### src/rtl/ibex_csr_shadow.sv
`default_nettype none
// ============================================================================
// Module   : ibex_csr_shadow
// Purpose  : Single CSR with an optional inverted shadow copy for fault detection.
// Revision : 1.0 - initial release
// ============================================================================

module ibex_csr_shadow #(
   parameter int unsigned      WIDTH       = 32,
   parameter bit               SHADOW_COPY = 1'b0,
   parameter logic [WIDTH-1:0] RESET_VALUE = '0
) (
   input  logic             clk_i,
   input  logic             rst_i,
   input  logic [WIDTH-1:0] wr_data_i,
   input  logic             wr_en_i,
   output logic [WIDTH-1:0] rd_data_o,
   output logic             rd_error_o
);

   (* keep = "true" *) logic [WIDTH-1:0] r_rdata;

   always_ff @(posedge clk_i) begin
      if (rst_i) begin
         r_rdata <= RESET_VALUE;
      end else if (wr_en_i) begin
         r_rdata <= wr_data_i;
      end
   end

   assign rd_data_o = r_rdata;

   generate
      if (SHADOW_COPY) begin : g_shadow
         // Stored inverted so a stuck-at or common-mode upset cannot hit both copies alike.
         (* keep = "true" *) logic [WIDTH-1:0] r_shadow;

         always_ff @(posedge clk_i) begin
            if (rst_i) begin
               r_shadow <= ~RESET_VALUE;
            end else if (wr_en_i) begin
               r_shadow <= ~wr_data_i;
            end
         end

         assign rd_error_o = (r_rdata != ~r_shadow);
      end else begin : g_no_shadow
         assign rd_error_o = 1'b0;
      end
   endgenerate

endmodule

`default_nettype wire

### config.mk
export PLATFORM = sky130hd
export DESIGN_NAME = ibex_csr_shadow
export DESIGN_NICKNAME = d
export VERILOG_FILES = /design/src/rtl/ibex_csr_shadow.sv
export SDC_FILE = /design/constraint.sdc
export NUM_CORES = 1
export LEC_CHECK = 0
export ABC_AREA = 0
export CAP_MARGIN = 0
export CELL_PAD_IN_SITES_DETAIL_PLACEMENT = 0
export CELL_PAD_IN_SITES_GLOBAL_PLACEMENT = 2
export CORE_AREA = 2 2 86 80
export CTS_CLUSTER_SIZE = 12
export DETAILED_ROUTE_END_ITERATION = 8
export DIE_AREA = 0 0 88 82
export HOLD_SLACK_MARGIN = 0.03
export PLACE_DENSITY = 0.83
export SLEW_MARGIN = 25
export SYNTH_ARGS = -nofsm -noshare
export SYNTH_HDL_FRONTEND = slang
export SYNTH_SLANG_ARGS = --single-unit
### constraint.sdc
create_clock -name clk_i -period 1.05 [get_ports clk_i]
set_clock_uncertainty 0.1 [all_clocks]
set_input_delay 0.1575 -clock clk_i [delete_from_list [all_inputs] [get_ports clk_i]]
set_output_delay 0.1575 -clock clk_i [all_outputs]
set_load 0.01 [all_outputs]
==> flow_metrics.env <==
export IMPL_yosysSeqAreaShare=0.453
export IMPL_path_cells="buf_2"
export IMPL_finalCritPeriodShare=0.957
export IMPL_dp_hpwl_um=1820
export IMPL_setup_tns_ps=0
export IMPL_critPathRequiredTime_ps=790
export IMPL_synth_area_per_cell_um2=10.3
export IMPL_yosysUniqueCellTypes=8
export IMPL_holdBufCountCts=0
export IMPL_synthXorXnorAreaFrac=0
export IMPL_cp_top_family="flip-flops"
export IMPL_hold_violations=0
export IMPL_core_mm2=0.00634
export IMPL_grtUsageTotal=0.0719
export IMPL_worstHoldPathType="input pin to flop"
export IMPL_start_kind="flop"
export IMPL_ant_nets=0
export IMPL_synthMuxAreaShare=0.226
export IMPL_via_count=957
export IMPL_synth_compound_area_frac=0
export IMPL_rows=28
export IMPL_combPwrFrac=0.148
export IMPL_pin_count=68
export IMPL_ys_ff_latch=32
export IMPL_clock_sinks=32
export IMPL_p_per_area_mw_per_mm2=1520
export IMPL_synth_top_family_by_area="buffers and inverters"
export IMPL_power_switching_uw=642
export IMPL_die_height_um=82
export IMPL_numCtsBuffers=5
export IMPL_placed_cell_area_mm2=0.00194
export IMPL_final_common_cell="clkdlybuf4s50_1"
export IMPL_place_gp_congestion=0.625
export IMPL_grt_pass1_wl_um=3930
export IMPL_p_int_uw=2250
export IMPL_cap_violations=0
export IMPL_synth_top_cell_area_share=0.453
export IMPL_cts_setup_buffers=0
export IMPL_die_area_mm2=0.00722
export IMPL_largest_register_ffs=32
export IMPL_n_antenna_cell=0
export IMPL_initial_core_util=0.223
export IMPL_vias_per_cell=3.58
export IMPL_slowest_delay_ps=340
export IMPL_outcome="complete, no violations"
export IMPL_final_nets=211
export IMPL_grt_pass1_vias=878
export IMPL_synthesis_nets=172
export IMPL_dr_wl_met3_um=227
export IMPL_io_buffer_count=66
export IMPL_cp_end_kind="output pin"
export IMPL_path_buf_inv=1
export IMPL_setup_slack_ps=44.7
export IMPL_rsz0062_at_grt="no"
export IMPL_final_cell_mix="33 x clkdlybuf4s50_1, 32 x mux2i_1, 32 x nor2_1, 32 x buf_2, 22 x dfxtp_1"
export IMPL_postLayoutCellArea_mm2=0.00190
export IMPL_cp_depth=1
export IMPL_syn_instance_count=137
export IMPL_synthAdderAreaFrac=0
export IMPL_die_w_um=88
export IMPL_drive_above_1_share=0.316
export IMPL_power_clock_fraction=0.395
export IMPL_final_cell_count_no_fill=267
export IMPL_n_fill_cell=688
export IMPL_first_pass_iters=3
export IMPL_yosys_warnings=0
export IMPL_crit_type="flop to output pin"
export IMPL_crit_arrival_ps=750
export IMPL_reg2reg_depth=3
export IMPL_drt_total_wl_um=2590
export IMPL_worst_path_max_fanout=2
export IMPL_wl_met2_um=1220
export IMPL_cts_path_max_buffers=2
export IMPL_yosys_top_cells_area="dfxtp_1 45%, mux2i_1 23%, buf_4 18%"
export IMPL_ir_drop_mv=0.426
export IMPL_p_leak_uw=0.000913
export IMPL_routedWlPerCell_um=9.69
export IMPL_drcViolationCount=0
export IMPL_dp_slack_ps=-118
export IMPL_fmax_mhz=995
export IMPL_root_buffer="clkbuf_8"
export IMPL_synth_top_area_cell="dfxtp_1"
export IMPL_htree_levels=2
export IMPL_crit_path_top_delay_cell="dfxtp_1"
export IMPL_fin_crit_ps=1010
export IMPL_drt_initial_drc_count=22
export IMPL_antenna_found_initial=0
export IMPL_cts_tree="built"
export IMPL_synth_area_mm2=0.00142
export IMPL_whs_path_depth=4
export IMPL_yosys_area_share_simple=0.0849
export IMPL_clkTransAtPathRegs_ps=70
export IMPL_seq_power_share=0.457
export IMPL_insertion_delay_ps=270
export IMPL_syn_to_final_growth_pct=34.4
export IMPL_p_sw_frac=0.222
export IMPL_report_final_slew_viol_count=0
export IMPL_highest_signal_layer="met4"
export IMPL_total_power_uw=2890
export IMPL_grt_max_degree=33
export IMPL_wl_met1_um=1120
export IMPL_dp_cells=259
export IMPL_grt_overflow=0
export IMPL_setup_violations=0
==> cells in the mapped netlist (all sizes together) <==
cell type and n:
dfxtp 32, buf 37, conb 1, nor2 32, mux2i 32, clkbuf 3
==> per-layer routing <==
| layer | vias up | global-route usage |
|---|---|---|
| li1 | 483 | - |
| met1 | 432 | 0.0814 |
| met2 | 38 | 0.117 |
| met3 | 4 | 0.0312 |
| met4 | 0 | 0.0323 |
| met5 | - | 0 |
==> cell type report <==
cell class                 count  area (µm²)  area share
sequential                    32         653       0.343
timing repair buffer          72         584       0.307
multi-input combinational     65         444       0.234
tap                           90         113      0.0592
clock buffer                   6        72.6      0.0382
clock inverter                 2        35.0      0.0184
==> metrics by stage <==
stage,hold slack [ps],utilization
6_report,278,0.300
5_1_grt,287,0.300
4_1_cts,275,0.299
3_5_place_dp,383,0.305
3_3_place_gp,373,0.305
2_1_floorplan,130,-
==> cell families (layout without fill, tap and decap cells) <==
kind of cell           count (synthesis)  in the layout
multiplexers                          32             32
AND/OR/NAND/NOR                       32             32
other                                  1              1
buffers and inverters                 40             80
flip-flops                            32             32
==> path summary, 6_finish.rpt <==
path,startpoint,to,slack (ps)
setup / recovery,rd_data_o[18]$_SDFFE_PP0P_,rd_data_o[18],40
hold / removal,wr_en_i,rd_data_o[27]$_SDFFE_PP0P_,280
setup reg to reg,rd_data_o[5]$_SDFFE_PP0P_,rd_data_o[5]$_SDFFE_PP0P_,220
hold reg to reg,rd_data_o[27]$_SDFFE_PP0P_,rd_data_o[27]$_SDFFE_PP0P_,380
==> worst reg2reg max path: cells and delay by family (launching register included) <==
| kind | cells | cell delay (ps) |
|---|---|---|
| buffers and inverters | 1 | 130 |
| AND/OR/NAND/NOR | 1 | 60 |
| multiplexers | 1 | 120 |
| flip-flops | 1 | 320 |
==> what timing repair did <==
| action | 4_1_cts | 5_1_grt |
|---|---|---|
| gates resized for setup | 138 | 1 |
| setup endpoints to repair | 32 | 1 |
| endpoints found under the hold margin | 0 | 0 |
==> power groups by stage <==
stage | registers, µW | logic, µW | clock network [µW]
floorplan | 1340 | 310 | 0
global placement | 1350 | 499 | 0
detailed placement | 1350 | 504 | 0
CTS | 1320 | 438 | 1200
global route | 1330 | 467 | 1260
finish | 1320 | 429 | 1140
No activity file was read; power rests on OpenSTA's default activity.
